===== src/rtl/dircc_counter_receive_arbiter.sv =====
// Receive arbiter for a DIRCC counter device.
// Picks one pending receive channel round-robin, adds its increment to the
// count held in the caller's user state, and commits the new state with a
// one-cycle strobe. It also flags the device DONE|STOPPED when the count
// reaches max_time.
// Optional feature macro: DIRCC_COUNTER_SATURATE_EN. When it is defined, the
// count addition saturates. When it is undefined, the count addition wraps.
// Handshake: packet_in_valid[i] is a request that the caller holds until
// packet_handled[i] pulses. The channel counts as consumed in that pulse
// cycle, so it is masked from arbitration during that cycle. Deasserting
// valid after a grant does not cancel the transaction.
module dircc_counter_receive_arbiter #(
  parameter int          NUM_CHANNELS        = 4,
  parameter int          COUNT_WIDTH         = 16,
  parameter int          STATE_WIDTH         = 64,
  parameter logic [7:0]  DIRCC_STATE_DONE    = 8'h01,
  parameter logic [7:0]  DIRCC_STATE_STOPPED = 8'h02
) (
  input  logic                              clk,
  input  logic                              reset,
  input  logic [COUNT_WIDTH-1:0]            max_time,
  input  logic [NUM_CHANNELS-1:0]           packet_in_valid,
  input  logic [NUM_CHANNELS*COUNT_WIDTH-1:0] packet_in_inc,
  output logic [NUM_CHANNELS-1:0]           packet_handled,
  input  logic [STATE_WIDTH-1:0]            read_user_state,
  input  logic [7:0]                        read_dircc_state,
  output logic [STATE_WIDTH-1:0]            write_user_state,
  output logic [7:0]                        write_dircc_state,
  output logic                              write_state_valid,
  output logic                              busy,
  output logic [1:0]                        o_dbg_state
);

  localparam int IDXW = (NUM_CHANNELS > 1) ? $clog2(NUM_CHANNELS) : 1;

  typedef enum logic [1:0] {
    S_IDLE   = 2'd0,
    S_UPDATE = 2'd1,
    S_WRITE  = 2'd2
  } state_t;

  state_t                   r_state, w_state_next;
  logic [IDXW-1:0]          r_rr_ptr;
  logic [IDXW-1:0]          r_grant;
  logic [COUNT_WIDTH-1:0]   r_inc;
  logic [STATE_WIDTH-1:0]   r_pend_user;
  logic [7:0]               r_pend_dircc;
  logic                     r_pend_skip;

  logic [NUM_CHANNELS-1:0]  w_req;
  logic                     w_found;
  logic [IDXW-1:0]          w_grant;
  logic [IDXW-1:0]          w_rr_next;
  logic                     w_grant_en;
  logic                     w_update_en;
  logic                     w_write_en;
  logic [COUNT_WIDTH:0]     w_sum;
  logic [COUNT_WIDTH-1:0]   w_new_count;
  logic                     w_done;
  logic                     w_stopped;
  logic [STATE_WIDTH-1:0]   w_new_user;
  logic [7:0]               w_new_dircc;
  logic [NUM_CHANNELS-1:0]  w_grant_onehot;

  // Round-robin search: start at r_rr_ptr, first requesting channel wins.
  always_comb begin
    logic [IDXW:0] idx;
    w_req   = packet_in_valid & ~packet_handled;
    w_found = 1'b0;
    w_grant = '0;
    idx     = '0;
    for (int i = 0; i < NUM_CHANNELS; i++) begin
      idx = {1'b0, r_rr_ptr} + (IDXW+1)'(i);
      if (idx >= (IDXW+1)'(NUM_CHANNELS)) idx = idx - (IDXW+1)'(NUM_CHANNELS);
      if (!w_found && w_req[idx[IDXW-1:0]]) begin
        w_found = 1'b1;
        w_grant = idx[IDXW-1:0];
      end
    end
    if (w_grant == IDXW'(NUM_CHANNELS - 1)) w_rr_next = '0;
    else                                    w_rr_next = w_grant + IDXW'(1);
  end

  // FSM next-state logic and per-state enables.
  always_comb begin
    w_state_next = r_state;
    w_grant_en   = 1'b0;
    w_update_en  = 1'b0;
    w_write_en   = 1'b0;
    case (r_state)
      S_IDLE: begin
        if (w_found) begin
          w_grant_en   = 1'b1;
          w_state_next = S_UPDATE;
        end
      end
      S_UPDATE: begin
        w_update_en  = 1'b1;
        w_state_next = S_WRITE;
      end
      S_WRITE: begin
        w_write_en   = 1'b1;
        w_state_next = S_IDLE;
      end
      default: w_state_next = S_IDLE;
    endcase
  end

  // FSM state register.
  always_ff @(posedge clk or posedge reset) begin
    if (reset) r_state <= S_IDLE;
    else       r_state <= w_state_next;
  end

  // New count and device state, built from the read-back state during UPDATE.
  always_comb begin
    w_sum = {1'b0, read_user_state[COUNT_WIDTH-1:0]} + {1'b0, r_inc};
`ifdef DIRCC_COUNTER_SATURATE_EN
    w_new_count = w_sum[COUNT_WIDTH] ? '1 : w_sum[COUNT_WIDTH-1:0];
`else
    w_new_count = w_sum[COUNT_WIDTH-1:0];
`endif
    w_done    = (w_new_count >= max_time);
    w_stopped = ((read_dircc_state & DIRCC_STATE_STOPPED) != 8'd0);
    w_new_user = read_user_state;
    w_new_user[COUNT_WIDTH-1:0] = w_new_count;
    w_new_user[COUNT_WIDTH+15:COUNT_WIDTH] = w_done ? 16'd0 : 16'd1;
    w_new_dircc = w_done ? (read_dircc_state | DIRCC_STATE_DONE | DIRCC_STATE_STOPPED)
                         : read_dircc_state;
    w_grant_onehot = '0;
    w_grant_onehot[r_grant] = 1'b1;
  end

  // Grant capture, pending result, and output strobes.
  always_ff @(posedge clk or posedge reset) begin
    if (reset) begin
      r_rr_ptr          <= '0;
      r_grant           <= '0;
      r_inc             <= '0;
      r_pend_user       <= '0;
      r_pend_dircc      <= '0;
      r_pend_skip       <= 1'b0;
      packet_handled    <= '0;
      write_state_valid <= 1'b0;
      write_user_state  <= '0;
      write_dircc_state <= '0;
    end else begin
      packet_handled    <= '0;
      write_state_valid <= 1'b0;
      if (w_grant_en) begin
        r_grant  <= w_grant;
        r_inc    <= packet_in_inc[w_grant*COUNT_WIDTH +: COUNT_WIDTH];
        r_rr_ptr <= w_rr_next;
      end
      if (w_update_en) begin
        r_pend_user  <= w_new_user;
        r_pend_dircc <= w_new_dircc;
        r_pend_skip  <= w_stopped;
      end
      if (w_write_en) begin
        packet_handled <= w_grant_onehot;
        if (!r_pend_skip) begin
          write_state_valid <= 1'b1;
          write_user_state  <= r_pend_user;
          write_dircc_state <= r_pend_dircc;
        end
      end
    end
  end

  assign busy        = (r_state != S_IDLE);
  assign o_dbg_state = r_state;

endmodule

===== config.mk =====
export PLATFORM = sky130hd
export DESIGN_NAME = dircc_counter_receive_arbiter
export DESIGN_NICKNAME = d
export VERILOG_FILES = /design/src/rtl/dircc_counter_receive_arbiter.sv
export SDC_FILE = /design/constraint.sdc
export NUM_CORES = 1
export LEC_CHECK = 0
export ABC_AREA = 0
export BUFFER_PORTS_ARGS = -buffer_cell sky130_fd_sc_hd__buf_2
export CAP_MARGIN = 20
export CORE_MARGIN = 2
export CORE_UTILIZATION = 30
export CTS_CLUSTER_SIZE = 10
export DETAILED_ROUTE_END_ITERATION = 12
export PLACE_DENSITY = 0.63
export SKIP_LAST_GASP = 1
export SLEW_MARGIN = 20
export SYNTH_ARGS = -nofsm -noshare
export SYNTH_HDL_FRONTEND = slang
export SYNTH_SLANG_ARGS = --single-unit
export TNS_END_PERCENT = 30

===== constraint.sdc =====
create_clock -name clk -period 14.6 [get_ports clk]
set_input_delay 4.38 -clock clk [delete_from_list [all_inputs] [get_ports clk]]
set_output_delay 4.38 -clock clk [all_outputs]
set_load 0.01 [all_outputs]

==> flow_metrics.env <==
export IMPL_place_area_um2=8410
export IMPL_synth_async_reset_ratio_pct=100
export IMPL_synth_simple_area_share_pct=13.9
export IMPL_synth_flop_cell="dfrtp_1"
export IMPL_clock_fmax_mhz=139
export IMPL_initialDrtViolationCount=334
export IMPL_grt_max_degree=75
export IMPL_dr_pass1_iters=7
export IMPL_synth_xor_area_share_pct=1.48
export IMPL_gp_congestion=0.836
export IMPL_initial_core_util_pct=30.4
export IMPL_slew_viol_final=0
export IMPL_io_pins=238
export IMPL_rsz0062_at_grt="false"
export IMPL_synth_top_cell_area_share_pct=50.0
export IMPL_cts_resized=0
export IMPL_powerDensity_nw_per_um2=230
export IMPL_nFillCells=2405
export IMPL_avgSynthCellArea_um2=10.4
export IMPL_drc=0
export IMPL_htreeDepth=4
export IMPL_cp_required_ns=14.90
export IMPL_synthTopCellsByCount="nand2_1, dfrtp_1, mux2_2"
export IMPL_hold_viol=0
export IMPL_num_vias=5460
export IMPL_viasPerCell=4.49
export IMPL_cts_made_buffers=17
export IMPL_min_period_ns=7.22
export IMPL_grt_pass1_vias=5434
export IMPL_die_area_um2=24900
export IMPL_clkSlewWorstSetupHoldPaths_ns=0.07
export IMPL_startpoint_type="input port"
export IMPL_fp_dieW_um=158
export IMPL_vdd_drop_max_v=0.0000621
export IMPL_synth_seq_cells=142
export IMPL_postSynthCellCount=685
export IMPL_postCtsSetupRepairBufs=0
export IMPL_ant_nets=0
export IMPL_fin_skew_ns=0.0118
export IMPL_diodes=0
export IMPL_cts_root_buf="clkbuf_16"
export IMPL_ys_seq_area_share_pct=50.0
export IMPL_ys_types=50
export IMPL_crit_type="in -> reg"
export IMPL_antenna_found_initial=1
export IMPL_postCtsHoldBufs=0
export IMPL_wirelength_um=17600
export IMPL_cp_end_kind="register"
export IMPL_power_leakage_nw=4.66
export IMPL_status="finished clean"
export IMPL_timing_final_crit_share_pct=49.4
export IMPL_synth_top_family_by_area="multiplexers"
export IMPL_hp_class="reg -> reg"
export IMPL_arrival_ns=7.52
export IMPL_cts_path_max_buffers=2
export IMPL_synth_area_um2=7110
export IMPL_yosys_warnings=0
export IMPL_area_growth_pct=26.9
export IMPL_max_slew_margin_pct=42.1
export IMPL_rows=56
export IMPL_drive_gt1_share_pct=35.0
export IMPL_portBuffers=206
export IMPL_seq_area_um2=3550
export IMPL_core_area_um2=23400
export IMPL_synth_compound_area_share_pct=8.83
export IMPL_synthTopCellsByArea="dfrtp_1, mux2_2, nand2_1"
export IMPL_drt_wirelength_per_cell_um=14.5
export IMPL_synthMuxAreaShare_pct=15.0
export IMPL_cts_tree="built"
export IMPL_grt_pass1_wl_um=28100
export IMPL_clock_latency_ns=0.42
export IMPL_grt_overflow_total=0
export IMPL_synth_top_area_cell="dfrtp_1"
export IMPL_tightest_slew_ns=0.869
export IMPL_dp_hpwl_um=13000
export IMPL_nets=1073
export IMPL_synth_fa_ha_area_share_pct=5.74
export IMPL_cts_sinks=142
export IMPL_maxCapViolCount=0
export IMPL_finalSetupTns_ns=0
export IMPL_setup_viol_count_final=0
export IMPL_grt_usage_pct=14.5
export IMPL_die_height_um=158
export IMPL_cp_max_fo=4
export IMPL_yosysMostFrequentCell="nand2_1"
export IMPL_fin_area_um2=9020
export IMPL_multi_input_area_um2=3280
export IMPL_synth_edf_count=0
cell families (layout without fill, tap and decap cells):
kind of cell | count (synthesis) | count (layout)
simple gates | 236 | 236
buf+inv | 75 | 272
flops | 142 | 142
other cells | 1 | 15
xor+xnor | 12 | 12
compound gates | 88 | 88
fa+ha+maj | 32 | 32
mux | 99 | 99
final timing paths:
kind,from,end,slack [ns],cells past startpoint
max,read_user_state[0],r_pend_dircc[1]$_DFFE_PP0N_,7.38,15
min,r_pend_user[16]$_DFFE_PP0N_,r_pend_user[16]$_DFFE_PP0N_,0.47,2
max reg2reg,r_inc[0]$_DFFE_PP0P_,r_pend_dircc[1]$_DFFE_PP0N_,10.98,14
min reg2reg,r_pend_user[16]$_DFFE_PP0N_,r_pend_user[16]$_DFFE_PP0N_,0.47,2
max in group asynchronous,reset,write_user_state[5]$_DFFE_PP0P_,9.19,3
min in group asynchronous,reset,write_state_valid$_DFF_PP0_,4.07,2
area by class of cell:
| type | count | share of cell area [%] |
|---|---|---|
| sequential | 142 | 39.4 |
| multi-input combinational | 482 | 36.3 |
| timing repair buffer | 211 | 11.8 |
| clock buffer | 17 | 4.71 |
| tap | 319 | 4.42 |
| clock inverter | 15 | 2.07 |
| inverter | 29 | 1.26 |
registers in the layout, indices dropped and copies added (netlist names), named ones only:
name and cells:
o_dbg_state 2, r_pend_dircc 8, write_state_valid 1, write_dircc_state 8, r_pend_skip 1, write_user_state 49
r_inc 16, r_grant 2, r_rr_ptr 1, packet_handled 4, r_pend_user 49
critical path, stage by stage:
cell and delay, ns:
buf_2 0.10, ha_1 0.20, inv_1 0.07, fa_1 0.19
nor2b_1 0.06, o31a_1 0.30, o31a_1 0.38, o311ai_2 0.33
xnor2_1 0.25, ha_1 0.32, a21o_1 0.19, a211o_1 0.30
a31oi_1 0.14, a31oi_1 0.10, o22a_1 0.21
placed cells by master, fill, tap and decap left out, types with 3 or more instances in the layout:
| cell type | n |
|---|---|
| a21o_1 | 5 |
| dfrtp_1 | 142 |
| a21oi_1 | 15 |
| nand2_1 | 175 |
| inv_1 | 27 |
| mux2_2 | 63 |
| or3_1 | 3 |
| o22a_1 | 3 |
| and3_1 | 5 |
| a31oi_1 | 6 |
| buf_2 | 206 |
| o21a_1 | 5 |
| o31a_1 | 3 |
| nor2b_1 | 6 |
| clkinv_8 | 3 |
| nand3_1 | 9 |
| inv_8 | 5 |
| nand2b_1 | 7 |
| nor2_1 | 16 |
| inv_6 | 6 |
| o21ai_0 | 13 |
| clkbuf_16 | 17 |
| a211oi_1 | 5 |
| conb_1 | 15 |
| o211ai_1 | 3 |
| xnor2_1 | 10 |
| mux2i_1 | 36 |
| o221ai_1 | 16 |
| nor3_1 | 4 |
| buf_4 | 5 |
| ha_1 | 31 |
layer usage:
layer	vias to the layer above	track usage, %	routed length [µm]
met5	-	0	12
met2	140	24.4	8440
met4	2	4.80	272
met3	16	3.45	900
met1	2569	18.4	7950
li1	2733	-	-
power breakdown:
part / switching (mW) / internal (mW) / total [mW] / leakage (nW)
Sequential: 0.0980 / 0.587 / 0.685 / 1.74
Combinational: 0.530 / 0.419 / 0.950 / 2.63
Clock: 0.198 / 0.247 / 0.445 / 0.297
metrics by stage:
stage / hold slack, ns / total power, mW / utilization [%] / setup WS [ns] / cells
after floorplan: 0.433 / 1.37 / - / 6.41 / 699
after global placement: 0.445 / 1.63 / 35.9 / 6.99 / 1183
after detailed placement: 0.457 / 1.66 / 35.9 / 6.95 / 1183
after CTS: 0.474 / 2.12 / 38.6 / 7.40 / 1215
after global routing: 0.489 / 2.27 / 38.6 / 7.12 / 1215
final: 0.467 / 2.08 / 38.6 / 7.38 / 1215
Power figures use the tool's default switching activity.
